`src/rtl/shiftreg_seq_ctrl_pkg.sv`:
```
// Shared constants for the LED shift-register sequencer: default sizes, FSM encoding, width helper.
package shiftreg_seq_ctrl_pkg;

    localparam int unsigned NB_LEDS_DEF     = 4;
    localparam int unsigned NB_PRESCALE_DEF = 24;
    localparam int unsigned NB_STEPS_DEF    = 8;

    localparam int unsigned ST_W = 2;
    localparam logic [ST_W-1:0] ST_INIT = 2'd0;
    localparam logic [ST_W-1:0] ST_IDLE = 2'd1;
    localparam logic [ST_W-1:0] ST_RUN  = 2'd2;

    // Bits needed to index n items; never less than one so a 1-LED build still has a position port.
    function automatic int unsigned clog2(input int unsigned n);
        int unsigned r;
        r = 0;
        for (int unsigned i = 0; i < 32; i++) begin
            if ((32'd1 << i) < n) r = i + 1;
        end
        return (r == 0) ? 1 : r;
    endfunction

endpackage

```
`src/rtl/shiftreg_seq_ctrl_if.sv`:
```
// Control/status bundle between a host (master) and the sequencer (slave).
interface shiftreg_seq_ctrl_if
    import shiftreg_seq_ctrl_pkg::*;
#(
    parameter int unsigned NB_LEDS     = NB_LEDS_DEF,
    parameter int unsigned NB_PRESCALE = NB_PRESCALE_DEF,
    parameter int unsigned NB_STEPS    = NB_STEPS_DEF
);
    localparam int unsigned NB_POS = clog2(NB_LEDS);

    logic [NB_PRESCALE-1:0] i_period;
    logic [NB_STEPS-1:0]    i_burst;
    logic                   i_start;
    logic                   i_stop;
    logic                   i_step;
    logic                   i_resync;
    logic                   o_valid;
    logic                   o_sr_reset;
    logic                   o_busy;
    logic                   o_done;
    logic [NB_STEPS-1:0]    o_step_cnt;
    logic [NB_POS-1:0]      o_pos;

    modport master (
        output i_period, i_burst, i_start, i_stop, i_step, i_resync,
        input  o_valid, o_sr_reset, o_busy, o_done, o_step_cnt, o_pos
    );

    modport slave (
        input  i_period, i_burst, i_start, i_stop, i_step, i_resync,
        output o_valid, o_sr_reset, o_busy, o_done, o_step_cnt, o_pos
    );

endinterface

```
`src/rtl/shiftreg_seq_ctrl_prescaler.sv`:
```
// Period counter: one-cycle terminal-count tick every max(period,1) enabled clocks; clear wins over enable.
module shiftreg_seq_ctrl_prescaler #(
    parameter int unsigned NB_PRESCALE = 24
) (
    input  logic                   clock,
    input  logic                   i_reset,
    input  logic                   i_clear,
    input  logic                   i_enable,
    input  logic [NB_PRESCALE-1:0] i_period,
    output logic                   o_tick_c
);

    logic [NB_PRESCALE-1:0] cnt_q;
    logic [NB_PRESCALE-1:0] last_c;

    // A zero period behaves like one: tick on every enabled cycle.
    assign last_c   = (i_period == '0) ? '0 : i_period - NB_PRESCALE'(1);
    assign o_tick_c = i_enable && (cnt_q >= last_c);

    always_ff @(posedge clock or negedge i_reset) begin
        if (!i_reset) begin
            cnt_q <= '0;
        end else if (i_clear) begin
            cnt_q <= '0;
        end else if (i_enable) begin
            cnt_q <= o_tick_c ? '0 : cnt_q + NB_PRESCALE'(1);
        end
    end

endmodule

```
`src/rtl/shiftreg_seq_ctrl.sv`:
```
// Sequencer for the LED rotating shift register: run/stop, single step, bursts, pattern resync, status mirror.
module shiftreg_seq_ctrl
    import shiftreg_seq_ctrl_pkg::*;
#(
    parameter int unsigned NB_LEDS     = NB_LEDS_DEF,
    parameter int unsigned NB_PRESCALE = NB_PRESCALE_DEF,
    parameter int unsigned NB_STEPS    = NB_STEPS_DEF
) (
    input  logic                 clock,
    input  logic                 i_reset,
    shiftreg_seq_ctrl_if.slave   bus
);

    localparam int unsigned       NB_POS   = clog2(NB_LEDS);
    localparam logic [NB_POS-1:0] POS_LAST = NB_POS'(NB_LEDS - 1);

    logic [ST_W-1:0]        state_q, state_d;
    logic [NB_PRESCALE-1:0] period_q;
    logic [NB_STEPS-1:0]    burst_q;
    logic [NB_STEPS-1:0]    step_cnt_q, step_cnt_d;
    logic [NB_POS-1:0]      pos_q, pos_d;
    logic                   valid_q, valid_d;
    logic                   sr_reset_q, sr_reset_d;
    logic                   done_q, done_d;
    logic                   busy_q;
    logic                   presc_clear;
    logic                   latch;
    logic                   tick_c;
    logic [NB_STEPS-1:0]    step_inc;
    logic [NB_POS-1:0]      pos_inc;
    logic                   burst_hit;

    shiftreg_seq_ctrl_prescaler #(
        .NB_PRESCALE (NB_PRESCALE)
    ) u_prescaler (
        .clock    (clock),
        .i_reset  (i_reset),
        .i_clear  (presc_clear),
        .i_enable (state_q == ST_RUN),
        .i_period (period_q),
        .o_tick_c (tick_c)
    );

    assign step_inc  = step_cnt_q + NB_STEPS'(1);
    assign pos_inc   = (pos_q == POS_LAST) ? '0 : pos_q + NB_POS'(1);
    // A finite burst is complete once the step count has reached the latched length.
    assign burst_hit = (burst_q != '0) && (step_cnt_q >= burst_q);

    always_comb begin
        state_d     = state_q;
        step_cnt_d  = step_cnt_q;
        pos_d       = pos_q;
        valid_d     = 1'b0;
        sr_reset_d  = 1'b0;
        done_d      = 1'b0;
        presc_clear = 1'b0;
        latch       = 1'b0;

        // Resync outranks every other request and leaves state and step progress alone.
        if (bus.i_resync) begin
            sr_reset_d  = 1'b1;
            pos_d       = '0;
            presc_clear = 1'b1;
            if (state_q == ST_INIT) state_d = ST_IDLE;
        end else begin
            case (state_q)
                ST_INIT: state_d = ST_IDLE;
                ST_IDLE: begin
                    if (bus.i_start) begin
                        state_d     = ST_RUN;
                        latch       = 1'b1;
                        presc_clear = 1'b1;
                        step_cnt_d  = '0;
                    end else if (bus.i_step) begin
                        valid_d    = 1'b1;
                        step_cnt_d = NB_STEPS'(1);
                        pos_d      = pos_inc;
                    end
                end
                ST_RUN: begin
                    if (bus.i_stop || burst_hit) begin
                        state_d     = ST_IDLE;
                        presc_clear = 1'b1;
                    end else if (tick_c) begin
                        valid_d    = 1'b1;
                        step_cnt_d = step_inc;
                        pos_d      = pos_inc;
                        done_d     = (burst_q != '0) && (step_inc == burst_q);
                    end
                end
                default: state_d = ST_IDLE;
            endcase
        end
    end

    always_ff @(posedge clock or negedge i_reset) begin
        if (!i_reset) begin
            state_q    <= ST_INIT;
            period_q   <= '0;
            burst_q    <= '0;
            step_cnt_q <= '0;
            pos_q      <= '0;
            valid_q    <= 1'b0;
            sr_reset_q <= 1'b1;
            done_q     <= 1'b0;
            busy_q     <= 1'b0;
        end else begin
            state_q    <= state_d;
            step_cnt_q <= step_cnt_d;
            pos_q      <= pos_d;
            valid_q    <= valid_d;
            sr_reset_q <= sr_reset_d;
            done_q     <= done_d;
            busy_q     <= (state_d == ST_RUN);
            if (latch) begin
                period_q <= bus.i_period;
                burst_q  <= bus.i_burst;
            end
        end
    end

    assign bus.o_valid    = valid_q;
    assign bus.o_sr_reset = sr_reset_q;
    assign bus.o_busy     = busy_q;
    assign bus.o_done     = done_q;
    assign bus.o_step_cnt = step_cnt_q;
    assign bus.o_pos      = pos_q;

endmodule

```
`src/flat_wrapper.sv`:
```
// flat-port wrapper written by rule: the top's interface ports become plain ports
module shiftreg_seq_ctrl_flat import shiftreg_seq_ctrl_pkg::*;
#(
    parameter int unsigned NB_LEDS     = NB_LEDS_DEF,
    parameter int unsigned NB_PRESCALE = NB_PRESCALE_DEF,
    parameter int unsigned NB_STEPS    = NB_STEPS_DEF
)
  (clock, i_reset, bus_i_period, bus_i_burst, bus_i_start, bus_i_stop, bus_i_step, bus_i_resync, bus_o_valid, bus_o_sr_reset, bus_o_busy, bus_o_done, bus_o_step_cnt, bus_o_pos);
  shiftreg_seq_ctrl_if #(.NB_LEDS(NB_LEDS), .NB_PRESCALE(NB_PRESCALE), .NB_STEPS(NB_STEPS)) bus_i ();
  input  logic clock;
  input  logic i_reset;
  input wire logic [$bits(bus_i.i_period)-1:0] bus_i_period;
  input wire logic [$bits(bus_i.i_burst)-1:0] bus_i_burst;
  input wire logic [$bits(bus_i.i_start)-1:0] bus_i_start;
  input wire logic [$bits(bus_i.i_stop)-1:0] bus_i_stop;
  input wire logic [$bits(bus_i.i_step)-1:0] bus_i_step;
  input wire logic [$bits(bus_i.i_resync)-1:0] bus_i_resync;
  output wire logic [$bits(bus_i.o_valid)-1:0] bus_o_valid;
  output wire logic [$bits(bus_i.o_sr_reset)-1:0] bus_o_sr_reset;
  output wire logic [$bits(bus_i.o_busy)-1:0] bus_o_busy;
  output wire logic [$bits(bus_i.o_done)-1:0] bus_o_done;
  output wire logic [$bits(bus_i.o_step_cnt)-1:0] bus_o_step_cnt;
  output wire logic [$bits(bus_i.o_pos)-1:0] bus_o_pos;
  assign bus_i.i_period = bus_i_period;
  assign bus_i.i_burst = bus_i_burst;
  assign bus_i.i_start = bus_i_start;
  assign bus_i.i_stop = bus_i_stop;
  assign bus_i.i_step = bus_i_step;
  assign bus_i.i_resync = bus_i_resync;
  assign bus_o_valid = bus_i.o_valid;
  assign bus_o_sr_reset = bus_i.o_sr_reset;
  assign bus_o_busy = bus_i.o_busy;
  assign bus_o_done = bus_i.o_done;
  assign bus_o_step_cnt = bus_i.o_step_cnt;
  assign bus_o_pos = bus_i.o_pos;
  shiftreg_seq_ctrl #(.NB_LEDS(NB_LEDS), .NB_PRESCALE(NB_PRESCALE), .NB_STEPS(NB_STEPS)) u_core (.clock(clock), .i_reset(i_reset), .bus(bus_i));
endmodule
```
`config.mk`:
```
export PLATFORM = sky130hd
export DESIGN_NAME = shiftreg_seq_ctrl_flat
export DESIGN_NICKNAME = d
export VERILOG_FILES = /design/src/rtl/shiftreg_seq_ctrl_pkg.sv /design/src/rtl/shiftreg_seq_ctrl_if.sv /design/src/rtl/shiftreg_seq_ctrl_prescaler.sv /design/src/rtl/shiftreg_seq_ctrl.sv /design/src/flat_wrapper.sv
export SDC_FILE = /design/constraint.sdc
export NUM_CORES = 1
export LEC_CHECK = 0
export BUFFER_PORTS_ARGS = -buffer_cell sky130_fd_sc_hd__clkbuf_2
export CORE_AREA = 2 2 109 111
export CTS_CLUSTER_SIZE = 12
export DETAILED_ROUTE_END_ITERATION = 6
export DIE_AREA = 0 0 111 113
export SLEW_MARGIN = 25
export SYNTH_ARGS = -nofsm -noshare
export SYNTH_HDL_FRONTEND = slang
export SYNTH_SLANG_ARGS = --single-unit
```
`constraint.sdc`:
```
create_clock -name clock -period 6.04 [get_ports clock]
set_clock_uncertainty 0.2 [all_clocks]
set_input_delay 1.208 -clock clock [delete_from_list [all_inputs] [get_ports clock]]
set_output_delay 1.208 -clock clock [all_outputs]
set_load 0.03 [all_outputs]
```
=== Word-level counts from Yosys, hierarchy flattened ===
Index checks and enable logic that the tools add are counted.

* Flip-flop bits (word level): 72
* Latch bits: 0
* RAM bits: 0
* ROM bits: 0
* Word-level logic and storage cells: 79
* Memories: 0

* $add $sub $neg: 4
* Multiply operators: 0
* Divide/modulo/power cells: 0
* $lt $le $gt $ge: 2
* Eq/ne operators: 12
* Shift operators: 0
* Muxes and demuxes: 38
* Bitwise gates (word level): 1
* Reduce and logical (&&, ||, !) cells: 12

{| class="wikitable"
|+ Operators with widths
! operator !! count
|-
| $mux 24 || 4
|-
| $mux 8 || 4
|-
| $add 24x1->24 const B || 1
|-
| $ge 24x24->1 || 1
|-
| $logic_not 24->1 || 1
|-
| $sub 24x1->24 const B || 1
|-
| $mux 2 || 10
|-
| $pmux 8 s2 || 1
|-
| $mux 1 || 15
|-
| $ne 3x3->1 const B || 4
|-
| $reduce_and 5->1 || 2
|-
| $add 8x1->8 const B || 1
|-
| $eq 8x8->1 || 1
|-
| $ge 8x8->1 || 1
|-
| $pmux 2 s2 || 2
|-
| $reduce_bool 8->1 || 1
|-
| $eq 2x2->1 const B || 3
|-
| $pmux 1 s2 || 2
|-
| $reduce_bool 2->1 || 2
|-
| $logic_and 1x1->1 || 3
|-
| $ne 3x2->1 const B || 1
|-
| $reduce_bool 3->1 || 1
|-
| $add 2x1->2 const B || 1
|-
| $eq 2x1->1 const B || 1
|-
| other kinds (5) || 5
|}

=== Logic depth before layout (Yosys ltp) ===
Gate-level depths: netlist (run 1).

* Depth after elaboration: 8
* Mapped depth: 18

=== Modules after synthesis ===
From an unflattened synthesis (run 1), not the netlist that was laid out.

* Cells, all modules: 535
* Area, all modules: 5064.9 um2

{| class="wikitable"
|+ Modules (own cells, without submodules)
! module !! times used !! cells each !! area an instance (um2) !! seq. area each (um2)
|-
| shiftreg_seq_ctrl || 1 || 219 || 2547.4 || 1202.4
|-
| shiftreg_seq_ctrl_prescaler || 1 || 316 || 2517.4 || 600.6
|}

=== Least setup slack after synthesis (run 1) ===
OpenSTA, ideal clock, no wires.

* Path kind: register -> register
* Start point: register u_core.period_q[7]
* End point: register u_core.step_cnt_q[5] (netlist: u_core.bus.o_step_cnt[5])
* Library setup time: 0.069 ns
* Arrival time: 4.179 ns
* Path slack: 1.592 ns
* Stages on the path, launching flop included: 18
* Buffers on the path: 2
* Cell sequence: dfrtp_1 -> or4_1 -> nor4_2 -> nand2b_1 -> or2_1 -> clkbuf_1 -> nor3_1 -> xor2_1 -> nand2_1 -> ha_1 -> nand4_2 -> or4_1 -> o32ai_2 -> o211a_1 -> buf_4 -> o21ai_1 -> or4_1 -> nand3_1

* Word-level cells in the longest chain between the ends: 6
* Elaborated cells on any way between the ends: 7
* Those cells by class: add/sub (1); order compare (1); eq/ne (1); mux (1); reduce/logical (3)

{| class="wikitable"
|+ RTL lines
! what !! RTL line !! text
|-
| start, declared || shiftreg_seq_ctrl.sv:18 || <nowiki>logic [NB_PRESCALE-1:0] period_q;</nowiki>
|-
| start signal, assigned || shiftreg_seq_ctrl.sv:116 || <nowiki>period_q <= bus.i_period;</nowiki>
|-
| $sub 24x1->24 / $logic_not 24->1 (equally long branches) || shiftreg_seq_ctrl_prescaler.sv:17 || <nowiki>assign last_c = (i_period == '0) ? '0 : i_period - NB_PRESCALE'(1);</nowiki>
|-
| $mux 24 (*) || shiftreg_seq_ctrl_prescaler.sv:17 ||
|-
| $ge 24x24->1 (*) || shiftreg_seq_ctrl_prescaler.sv:18 || <nowiki>assign o_tick_c = i_enable && (cnt_q >= last_c);</nowiki>
|-
| $logic_and 1x1->1 (*) || shiftreg_seq_ctrl_prescaler.sv:18 ||
|-
| $ne 2x1->1 (no source line) (*) || n/a ||
|-
| $reduce_and 5->1 (no source line) (*) || n/a ||
|-
| end signal, assigned || shiftreg_seq_ctrl.sv:109 || <nowiki>step_cnt_q <= step_cnt_d;</nowiki>
|-
| end, declared || shiftreg_seq_ctrl.sv:20 || <nowiki>logic [NB_STEPS-1:0] step_cnt_q, step_cnt_d;</nowiki>
|}

Every way passes the cells marked *; elsewhere a longest branch is shown, timed or not.
A chain may end at the register's enable or synchronous reset.

=== Worst setup path in the final report (run 1) ===
* Start point: register u_core.period_q[7]
* End point: register u_core.u_prescaler.cnt_q[9]

* Word-level cells in the longest chain between the ends: 7
* Elaborated cells on any way between the ends: 8
* Those cells by class: add/sub (1); order compare (1); mux (4); reduce/logical (2)

{| class="wikitable"
|+ RTL lines
! what !! RTL line !! text
|-
| $sub 24x1->24 / $logic_not 24->1 (equally long branches) || shiftreg_seq_ctrl_prescaler.sv:17 ||
|-
| $mux 24 (*) || shiftreg_seq_ctrl_prescaler.sv:17 ||
|-
| $ge 24x24->1 (*) || shiftreg_seq_ctrl_prescaler.sv:18 ||
|-
| $logic_and 1x1->1 (*) || shiftreg_seq_ctrl_prescaler.sv:18 ||
|-
| $mux 24 (*) || shiftreg_seq_ctrl_prescaler.sv:26 || <nowiki>cnt_q <= o_tick_c ? '0 : cnt_q + NB_PRESCALE'(1);</nowiki>
|-
| $mux 24 (*) || shiftreg_seq_ctrl_prescaler.sv:25 || <nowiki>end else if (i_enable) begin</nowiki>
|-
| $mux 24 (*) || shiftreg_seq_ctrl_prescaler.sv:23 || <nowiki>end else if (i_clear) begin</nowiki>
|-
| end signal, assigned || shiftreg_seq_ctrl_prescaler.sv:26 ||
|-
| end, declared || shiftreg_seq_ctrl_prescaler.sv:13 || <nowiki>logic [NB_PRESCALE-1:0] cnt_q;</nowiki>
|}

Every way passes the cells marked *; elsewhere a longest branch is shown, timed or not. The select of a mux whose other input is x is not followed.

==> results of run 1 <==
-- power groups by stage --
stage	registers, W	logic [W]	clock network, W
global route	0.000785	0.000838	0.000591
CTS	0.000764	0.000745	0.000563
global placement	0.000764	0.000709	0
detailed placement	0.000773	0.000738	0
floorplan	0.000740	0.000555	0
finish	0.000765	0.000735	0.000550
-- metrics by stage --
| stage | hold WS [ns] | instance area, sq um | setup WS (ns) |
|---|---|---|---|
| after detailed placement | 0.3379 | 5360 | 0.8318 |
| after global routing | 0.3849 | 5664 | 0.4205 |
| after CTS | 0.3515 | 5660 | 0.8373 |
| final | 0.3444 | 5664 | 0.8436 |
| after global placement | 0.3215 | 5360 | 0.9755 |
| after floorplan | 0.2900 | 4971 | 1.592 |
-- state kept, by name, summed over array words and instances, names as in the netlist --
name and cells:
u_core.bus.o_busy 1, u_core.u_prescaler.cnt_q 24, u_core.bus.o_valid 1, u_core.bus.o_step_cnt 8
u_core.state_q 2, u_core.period_q 24, u_core.bus.o_sr_reset 1, u_core.bus.o_done 1
u_core.bus.o_pos 2, u_core.burst_q 8
-- critical path, stage by stage (launching register included) --
cell	delay [ns]
dfrtp_1	0.41
or4_1	0.61
nor4_2	0.25
nand2b_1	0.19
nor3_1	0.27
nand2_1	0.42
nand2b_1	0.24
ha_1	0.26
a2111oi_2	0.35
o32ai_2	0.15
o211a_1	0.22
buf_4	0.20
nor2_1	0.79
o21ai_0	0.20
a311oi_1	0.32
-- synth_stat cells, types with 2 or more instances --
| library cell | instances |
|---|---|
| a211oi_1 | 4 |
| a21o_1 | 2 |
| a21oi_1 | 38 |
| a221o_1 | 2 |
| a311oi_1 | 5 |
| a31oi_1 | 3 |
| and2_1 | 3 |
| and3_1 | 16 |
| and4_1 | 4 |
| buf_1 | 3 |
| buf_2 | 3 |
| clkbuf_1 | 21 |
| dfrtp_1 | 71 |
| ha_1 | 40 |
| inv_1 | 16 |
| mux2_2 | 32 |
| mux2i_1 | 2 |
| nand2_1 | 54 |
| nand2b_1 | 13 |
| nand3_1 | 22 |
| nand3b_1 | 11 |
| nand4_1 | 4 |
| nand4b_1 | 2 |
| nor2_1 | 20 |
| nor2b_1 | 4 |
| nor3_1 | 29 |
| nor4_1 | 7 |
| nor4_2 | 2 |
| o211a_1 | 2 |
| o211ai_1 | 4 |
| o21a_1 | 3 |
| o21ai_0 | 10 |
| o21ai_1 | 19 |
| o221ai_1 | 2 |
| o311ai_0 | 2 |
| o41a_1 | 2 |
| or3_1 | 8 |
| or4_1 | 8 |
| xnor2_1 | 10 |
| xor2_1 | 18 |
-- cells by family (layout without fill, tap and decap cells) --
group           Yosys count  count (layout)  share of synthesized area [%]
compound gates          110             110                          14.42
xor+xnor                 28              28                          4.933
fa+ha+maj                40              40                          10.07
buf+inv                  44              92                          3.474
flops                    72              72                          36.27
mux                      35              35                          7.878
simple gates            212             212                          22.96
-- worst paths after layout --
| path | start | endpoint | slack (ns) |
|---|---|---|---|
| max in group asynchronous | i_reset | u_core.period_q[19] | 4.41 |
| hold / removal | u_core.period_q[12] | u_core.period_q[12] | 0.34 |
| setup reg to reg | u_core.period_q[7] | u_core.u_prescaler.cnt_q[9] | 0.84 |
| min in group asynchronous | i_reset | u_core.bus.o_pos[0] | 0.76 |
| setup / recovery | u_core.period_q[7] | u_core.u_prescaler.cnt_q[9] | 0.84 |
| hold reg to reg | u_core.period_q[12] | u_core.period_q[12] | 0.34 |
-- per-layer routing --
layer  vias to the layer above  part of all wire (%)  global-route usage, %
li1                       2082                     -                      -
met1                      2022                    45                  26.21
met2                        98                    48                  32.64
met3                        22                   4.6                  4.339
met4                         0                   2.1                  9.667
met5                         -                     0                      0
-- cell type report --
class,count,area share [%]
sequential,72,31.83
timing repair buffer,60,5.765
clock inverter,5,1.016
multi-input combinational,425,52.88
tap,143,3.159
inverter,16,1.060
clock buffer,11,4.285
==> metrics, run 1 <==
count of unique library cells instantiated by Yosys 60; mean instance size in the synthesized netlist roughly 9 sq um; Final Hold Viols 0; die area roughly 0.013 sq mm; quantity of I/O buffers inserted on ports 51; headroom to the max-slew limit 32.60%; antenna violations before repair 0; setup repair after global routing missed its margin false; transition at the pin with the smallest max-transition slack ~1.0 ns; CP Launch Type flip-flop; result of the run completed; global-route usage over all layers 20.27%; hold buffers post-CTS 0; wire length after detailed routing approximately 12 mm; power density of the placed cells between 300 and 400 mW/mm^2; count of mapped cells out of synthesis between 500 and 600; Syn Std Cell Area 0.004971 sq mm; Synth Warn # 0; most common cell after layout, fill and taps aside dfrtp_1; Maximum Capacitance Violations 0; Hold Path Class flip-flop to flip-flop; share of flip-flops with an asynchronous set or reset 100.0%; DIE HEIGHT roughly 110 um; hpwl dp about 8.6 mm; switching portion of total power 37.43%; number of synthesized register bits 72; power share of the sequential group 37.3%; Synth area leader dfrtp_1; maximum clock path buffer count 2; maximum number of pins on one net before global-route repair between 70 and 80; GRT overflow 0; syn_nets approximately 620; critical-path maximum fanout 22; portion of the post-synthesis area used by sequential elements between 30% and 40%; combinational group share of total power a little over a third; first-pass GRT wire length 20.69 mm; Clock transition at path regs ~0.060 ns; Worst R2R Path Depth 14; primary flip-flop cell chosen by synthesis mapping dfrtp_1; Lkg Pwr 2.552 nW; area share of the largest cell type after synthesis 35.74%; total power draw around 0.0021 W; Internal Pwr Total ~0.0013 W; area of the core between 0.01 and 0.015 sq mm; count of placed standard cells including taps between 700 and 800; share of final-layout standard cells stronger than drive strength 1 approximately a fifth; Layout Nets 662; maximum clock rate about 0.19 GHz; post-detailed-route DRC marker count 0; htree depth 3; clock tree from TritonCTS built; total of fill cells in the finished design 1069; cts bufs inserted 9; post-CTS resize count 0; type of element capturing the critical path flip-flop; area overhead of the layout relative to synthesis 13.94%; Post-synth EDFFs 0; footprint of the flip-flops and latches between 0.0015 and 0.002 sq mm; routability congestion estimate from global placement roughly 0.83; clk_lat worst skew ~0.35 ns; count of TritonRoute iterations in the first routing pass 4; number of placement rows 39; area of the multi-input gates around 0.0030 sq mm; share of the clock period used by the worst path approximately 86%; utilization of the core after routing roughly 50%; number of DRC violations after detailed-routing iteration 0 218; total setup violations reported at the end of the flow 0; final antenna-violating net count 0; WP data required 6.09 ns; worst vdd ir 0.2526 mV; number of buffers inserted by post-CTS setup repair 0; number of antenna cells inserted 0; post-route insts no fill approximately 730; sink count of the clock tree a little over 70; NetSw approximately 0.00077 W; most frequent cells in the layout 71 x dfrtp_1, 54 x nand2_1, 50 x clkbuf_2, 40 x ha_1, 38 x a21oi_1; setup TNS after final layout 0 ns; number of pins with negative max-slew slack in the final report 0; final critical delay including setup and external delays roughly 5.2 ns; Boundary Pins 52; number of global-route vias before repair ~4.3k; CTS root buf clkbuf_16; Hold Path Depth 1; via density per instance between 5 and 6; clock network fraction of design power 26.8%; die width between 100 and 150 um; total via count after detailed routing 4224; effective utilization at floorplan 44.10%; average wire per standard cell between 15 and 20 um; largest cells by area after synthesis dfrtp_1 36%, ha_1 10%, mux2_2 7.2%; Arr. time, crit path approximately 5.3 ns; worst setup path category flip-flop to flip-flop
(Power assumes the default switching activity.)
==> inputs of run 2 (changes only) <==
Clock period 6.04 ns to 4.34 ns, I/O delays scaled along.
==> run 2 against run 1 <==
Die area unchanged. Setup slack worse by 0.80 ns. Non-clock buffer count up 34. Register-to-register slack worse by 0.80 ns. Critical path type unchanged. Largest cell class unchanged.
==> metrics, run 2 (synthesis gave the netlist of run 1 again) <==
maximum cell stage delay along the critical path 0.55 ns (was 0.79 ns); NetSw 0.001141 W (was 0.0007673 W); switching portion of total power 37.34% (was 37.43%); Routed met3 length 497 um (was 544 um); terminus of the critical flop-to-flop path u_core.bus.o_pos[0] (was u_core.u_prescaler.cnt_q[9]); WP data required 4.36 ns (was 6.09 ns); routability congestion estimate from global placement 0.8687 (was 0.8344); htree depth 3 (unchanged); number of DRC violations after detailed-routing iteration 0 208 (was 218); area overhead of the layout relative to synthesis 25.07% (was 13.94%); total setup violations reported at the end of the flow 0 (unchanged); maximum clock path buffer count 2 (unchanged); maximum clock rate 0.2327 GHz (was 0.1924 GHz); die area 0.01254 sq mm (unchanged); Boundary Pins 52 (unchanged); number of global-route vias before repair 4357 (was 4286); sink count of the clock tree 72 (unchanged); Maximum Capacitance Violations 0 (unchanged); Worst R2R Path Depth 16 (was 14); power density of the placed cells 491.6 mW/mm^2 (was 362.0 mW/mm^2); average wire per standard cell 16.48 um (was 16.30 um); CTS root buf clkbuf_16 (unchanged); area of the core 0.01127 sq mm (unchanged); critical-path maximum fanout 6 (was 22); Final Hold Viols 0 (unchanged); finished layout cell area 0.006217 sq mm (was 0.005664 sq mm); die width 111 um (unchanged); first-pass GRT wire length 20.57 mm (was 20.69 mm); utilization of the core after routing 55.16% (was 50.25%); type of element capturing the critical path flip-flop (unchanged); wire length after detailed routing 12.62 mm (was 11.93 mm); antenna violations before repair 0 (unchanged); total power draw 0.003057 W (was 0.002050 W); count of TritonRoute iterations in the first routing pass 5 (was 4); effective utilization at floorplan 44.10% (unchanged); Met1 Wirelength 5.523 mm (was 5.418 mm); share of final-layout standard cells stronger than drive strength 1 30.02% (was 19.69%); transition at the pin with the smallest max-transition slack 0.6068 ns (was 1.007 ns); Internal Pwr Total 0.001915 W (was 0.001283 W); worst vdd ir 0.4345 mV (was 0.2526 mV); total of fill cells in the finished design 1008 (was 1069); number of pins with negative max-slew slack in the final report 0 (unchanged); Register-to-Register Setup Slack 0.04 ns (was 0.84 ns); total via count after detailed routing 4464 (was 4224); most frequent cells in the layout 71 x dfrtp_1, 54 x nand2_1, 50 x clkbuf_2, 38 x ha_1, 37 x buf_4 (was 71 x dfrtp_1, 54 x nand2_1, 50 x clkbuf_2, 40 x ha_1, 38 x a21oi_1); via density per instance 5.828 (was 5.770); count of placed standard cells including taps 738 (was 716); cell at the slowest stage of the critical path or4_4 (was nor2_1); number of antenna cells inserted 0 (unchanged); worst setup path category flip-flop to flip-flop (unchanged); footprint of the flip-flops and latches 0.001803 sq mm (unchanged); Layout Nets 696 (was 662); clock network fraction of design power 25.0% (was 26.8%); global-route usage over all layers 19.97% (was 20.27%); clock tree from TritonCTS built (unchanged); setup repair after global routing missed its margin true (was false); headroom to the max-slew limit 59.55% (was 32.60%); DIE HEIGHT 113 um (unchanged); highest routing layer actually used met4 (unchanged); final critical delay including setup and external delays 4.298 ns (was 5.196 ns); Lkg Pwr 2.786 nW (was 2.552 nW); quantity of I/O buffers inserted on ports 51 (unchanged); hold buffers post-CTS 0 (unchanged); clk_lat worst skew 0.34 ns (was 0.35 ns); setup TNS after final layout 0 ns (unchanged); area of the multi-input gates 0.003268 sq mm (was 0.002995 sq mm); Clock transition at path regs 0.06 ns (about the same); Arr. time, crit path 4.32 ns (was 5.25 ns); hpwl dp 8.915 mm (was 8.636 mm); result of the run completed (unchanged); cts bufs inserted 9 (unchanged); area of placed instances 0.005558 sq mm (was 0.005360 sq mm); CP Launch Type flip-flop (unchanged); maximum number of pins on one net before global-route repair 46 (was 73); post-route insts no fill 766 (was 732); final antenna-violating net count 0 (unchanged); cell-by-cell trace of the critical path or4_4 -> nor4_4 -> nand2b_1 -> or2_4 -> buf_4 -> xnor2_2 -> nand2_1 -> ha_4 -> nand4_4 -> or4_4 -> o32ai_4 -> o211ai_2 -> buf_4 -> a21oi_1 -> o21ai_1 -> mux2_1 (was or4_1 -> nor4_2 -> nand2b_1 -> nor3_1 -> nand2_1 -> nand2b_1 -> ha_1 -> a2111oi_2 -> o32ai_2 -> o211a_1 -> buf_4 -> nor2_1 -> o21ai_0 -> a311oi_1); most common cell after layout, fill and taps aside dfrtp_1 (unchanged); top flop regs u_core.period_q (24), u_core.u_prescaler.cnt_q (24) (unchanged); share of the clock period used by the worst path 99.02% (was 86.03%); power share of the sequential group 34.9% (was 37.3%); GRT overflow 0 (unchanged); post-detailed-route DRC marker count 0 (unchanged); Hold Path Class primary input to asynchronous set/reset pin (was flip-flop to flip-flop); number of placement rows 39 (unchanged); startpoint of the worst register-to-register path u_core.period_q[8] (was u_core.period_q[7]); combinational group share of total power 40.1% (was 35.8%); detailed route wirelength on metal2 6.229 mm (was 5.724 mm)
## run 2: power groups by stage
stage / Combinational (W) / Sequential (W) / Clock, W
2_1_floorplan: 0.000781 / 0.00104 / 0
3_3_place_gp: 0.00108 / 0.00105 / 0
3_5_place_dp: 0.00112 / 0.00106 / 0
4_1_cts: 0.00113 / 0.00105 / 0.000776
5_1_grt: 0.00137 / 0.00109 / 0.000804
6_report: 0.00123 / 0.00107 / 0.000763
## run 2: how the worst max path moves through the flow
stage / startpoint / end / slack [ns] / depth (start not counted)
3_5_place_dp: u_core.period_q[8] / u_core.bus.o_step_cnt[7] / -0.06 / 15
2_1_floorplan: u_core.period_q[8] / u_core.bus.o_step_cnt[7] / 0.1 / 16
5_1_grt: u_core.period_q[8] / u_core.u_prescaler.cnt_q[19] / -0.18 / 14
6_report: u_core.period_q[8] / u_core.bus.o_pos[0] / 0.04 / 16
4_1_cts: u_core.period_q[8] / u_core.u_prescaler.cnt_q[13] / 0.01 / 15
3_3_place_gp: u_core.period_q[8] / u_core.bus.o_step_cnt[7] / 0.004 / 15
## run 2: routing by layer
layer / global-route usage (%) / up-vias
met1: 24.71 / 2170
met4: 9.250 / 0
met5: 0 / -
li1: - / 2149
met2: 34.48 / 118
met3: 3.160 / 27
## run 2: critical path: cells and delay by family (launching register included)
family	cells	cell delay, ns
mux	1	0.33
buf+inv	2	0.34
compound gates	4	0.67
simple gates	7	1.84
fa+ha+maj	1	0.30
xor+xnor	1	0.11
flops	1	0.37
## run 2: cell type report
type | count | share of cell area [%]
well taps | 143 | 2.878
flip-flops and latches | 72 | 29.00
inverters | 16 | 0.9660
repair buffers | 94 | 9.761
clock buffers | 13 | 4.186
clock inverters | 3 | 0.6440
multi-input cells | 425 | 52.57
## run 2: what timing repair did
item | in CTS | in global routing
setup buffers | 1 | 10
endpoints found under the hold margin | 0 | 0
gates cloned | 0 | 1
resized for setup | 2 | 53
setup endpoints to repair | 8 | 36
pin swaps | 1 | 29
## run 2: metrics by stage
stage          hold slack (ns)  worst slack, ns
2_1_floorplan           0.2900          0.09549
3_3_place_gp            0.3209         0.004325
3_5_place_dp            0.3213         -0.05628
4_1_cts                 0.3342          0.01117
5_1_grt                 0.3539          -0.1779
6_report                0.3335          0.04244
==> inputs of run 3 (changes only) <==
Settings changed: CORE_AREA 2 2 109 111 to 3 3 110 112, DIE_AREA 0 0 111 113 to 0 0 113 115, TNS_END_PERCENT set to 1.
==> run 3 against run 2 <==
Clock power up 11%. Global-route usage is 0.24 points higher. Via count decreased by 2.8%. Clock-buffer cell count down 3. First-iteration DRC count rose by 32%. Core utilization shrank 1.8 points. Critical path depth did not move. Register-to-register slack about the same. Highest routed layer unchanged.
==> metrics, run 3 (synthesis gave the netlist of run 1 again) <==
area overhead of the layout relative to synthesis 21.57% (was 25.07%); total of fill cells in the finished design 1056 (was 1008); maximum number of pins on one net before global-route repair 47 (was 46); Layout Nets 687 (was 696); result of the run completed (unchanged); most frequent cells in the layout 71 x dfrtp_1, 54 x nand2_1, 50 x clkbuf_2, 39 x ha_1, 37 x a21oi_1 (was 71 x dfrtp_1, 54 x nand2_1, 50 x clkbuf_2, 38 x ha_1, 37 x buf_4); headroom to the max-slew limit 57.75% (was 59.55%); WP data required 4.42 ns (was 4.36 ns); hpwl dp 9.205 mm (was 8.915 mm); Clock transition at path regs 0.06 ns (about the same); quantity of I/O buffers inserted on ports 51 (unchanged); htree depth 3 (unchanged); power density of the placed cells 508.3 mW/mm^2 (was 491.6 mW/mm^2); number of global-route vias before repair 4325 (was 4357); clock network fraction of design power 27.7% (was 25.0%); NetSw 0.001110 W (was 0.001141 W); die area 0.01300 sq mm (was 0.01254 sq mm); setup repair after global routing missed its margin true (unchanged); total setup violations reported at the end of the flow 0 (unchanged); CTS root buf clkbuf_16 (unchanged); area of the multi-input gates 0.003148 sq mm (was 0.003268 sq mm); transition at the pin with the smallest max-transition slack 0.6239 ns (was 0.6068 ns); hold buffers post-CTS 0 (unchanged); total power draw 0.003072 W (was 0.003057 W); Lkg Pwr 2.708 nW (was 2.786 nW); DIE HEIGHT 115 um (was 113 um); cts bufs inserted 9 (unchanged); maximum clock rate 0.2321 GHz (was 0.2327 GHz); wire length after detailed routing 12.57 mm (was 12.62 mm); worst setup path category flip-flop to flip-flop (unchanged); startpoint of the worst register-to-register path u_core.period_q[8] (unchanged); clk_lat worst skew 0.34 ns (about the same); first-pass GRT wire length 21.20 mm (was 20.57 mm); routability congestion estimate from global placement 0.8188 (was 0.8687); number of placement rows 39 (unchanged); sink count of the clock tree 72 (unchanged); effective utilization at floorplan 43.91% (was 44.10%); setup TNS after final layout 0 ns (unchanged); CP Launch Type flip-flop (unchanged); share of the clock period used by the worst path 99.28% (was 99.02%); terminus of the critical flop-to-flop path u_core.bus.o_step_cnt[5] (was u_core.bus.o_pos[0]); global-route usage over all layers 20.21% (was 19.97%); most common cell after layout, fill and taps aside dfrtp_1 (unchanged); Arr. time, crit path 4.38 ns (was 4.32 ns); type of element capturing the critical path flip-flop (unchanged); final critical delay including setup and external delays 4.309 ns (was 4.298 ns); average wire per standard cell 16.60 um (was 16.48 um); Worst R2R Path Depth 16 (unchanged); Boundary Pins 52 (unchanged); total via count after detailed routing 4341 (was 4464); Maximum Capacitance Violations 0 (unchanged); Internal Pwr Total 0.001962 W (was 0.001915 W); number of antenna cells inserted 0 (unchanged); worst vdd ir 0.3614 mV (was 0.4345 mV); clock tree from TritonCTS built (unchanged); footprint of the flip-flops and latches 0.001803 sq mm (unchanged); final antenna-violating net count 0 (unchanged); count of TritonRoute iterations in the first routing pass 4 (was 5); die width 113 um (was 111 um); Final Hold Viols 0 (unchanged); combinational group share of total power 38.1% (was 40.1%); GRT overflow 0 (unchanged); switching portion of total power 36.13% (was 37.34%); post-detailed-route DRC marker count 0 (unchanged); number of DRC violations after detailed-routing iteration 0 275 (was 208); Register-to-Register Setup Slack 0.03 ns (was 0.04 ns); critical-path maximum fanout 6 (unchanged); maximum clock path buffer count 2 (unchanged); number of pins with negative max-slew slack in the final report 0 (unchanged); power share of the sequential group 34.2% (was 34.9%); via density per instance 5.734 (was 5.828); top flop regs u_core.period_q (24), u_core.u_prescaler.cnt_q (24) (unchanged); share of final-layout standard cells stronger than drive strength 1 25.57% (was 30.02%); Hold Path Class primary input to asynchronous set/reset pin (unchanged); antenna violations before repair 0 (unchanged); area of the core 0.01132 sq mm (was 0.01127 sq mm)
[run 3: routing by layer]
metal	part of all wire [%]	up-vias	GRT usage, %
met5	0	-	0
li1	-	2133	-
met4	1.6	0	7.292
met3	4.5	16	3.421
met2	51	113	35.07
met1	43	2079	25.47
[run 3: worst max-delay path by stage]
stage,to,cells after the start,start
after global placement,u_core.bus.o_step_cnt[7],15,u_core.period_q[8]
after floorplan,u_core.bus.o_step_cnt[7],16,u_core.period_q[8]
after global routing,u_core.bus.o_step_cnt[3],17,u_core.period_q[14]
after CTS,u_core.bus.o_step_cnt[7],15,u_core.period_q[8]
final,u_core.bus.o_step_cnt[5],16,u_core.period_q[8]
after detailed placement,u_core.bus.o_step_cnt[7],15,u_core.period_q[8]
[run 3: critical path, cell delays in order, from the launching register on]
cell      delay (ns)
dfrtp_1         0.37
or4_4           0.55
nor4_4          0.19
nand2b_1        0.14
or2_4           0.31
nor3_4          0.13
xor2_1          0.15
nand2_1         0.11
ha_4            0.30
nand4_4         0.09
or4_4           0.45
o32ai_4         0.31
o211a_4         0.24
buf_6           0.12
o21ai_1         0.07
or4_1           0.40
nand3_1         0.09
[run 3: stage by stage]
stage | utilization, % | cell area [sq um] | hold WS [ns] | std cells | setup slack, ns
after floorplan | - | 5009 | 0.2900 | 541 | 0.09549
final | 53.38 | 6043 | 0.3361 | 757 | 0.03128
after CTS | 52.29 | 5919 | 0.3556 | 757 | 0.03544
after detailed placement | 49.23 | 5573 | 0.3421 | 740 | -0.05390
after global placement | 49.20 | 5570 | 0.3203 | 740 | 0.01475
after global routing | 53.38 | 6043 | 0.3721 | 757 | -0.1562
[run 3: final cells by class]
cell class | instances | area share, %
clock inverter | 6 | 1.781
clock buffer | 10 | 3.789
tap | 143 | 2.961
multi-input combinational | 425 | 52.09
sequential | 72 | 29.83
timing repair buffer | 85 | 8.551
inverter | 16 | 0.9938
[run 3: power by group through the flow]
stage	logic, W	clock network [W]	registers (W)
6_report	0.00117	0.000850	0.00105
5_1_grt	0.00132	0.000899	0.00109
4_1_cts	0.00113	0.000868	0.00105
3_5_place_dp	0.00113	0	0.00106
3_3_place_gp	0.00107	0	0.00105
2_1_floorplan	0.000781	0	0.00104
[run 3: repair_timing]
| action | in CTS | in global routing |
|---|---|---|
| buffers inserted | 1 | 0 |
| setup endpoints to repair | 23 | 36 |
| gates resized for setup | 1 | 21 |
| pin swaps | 1 | 3 |
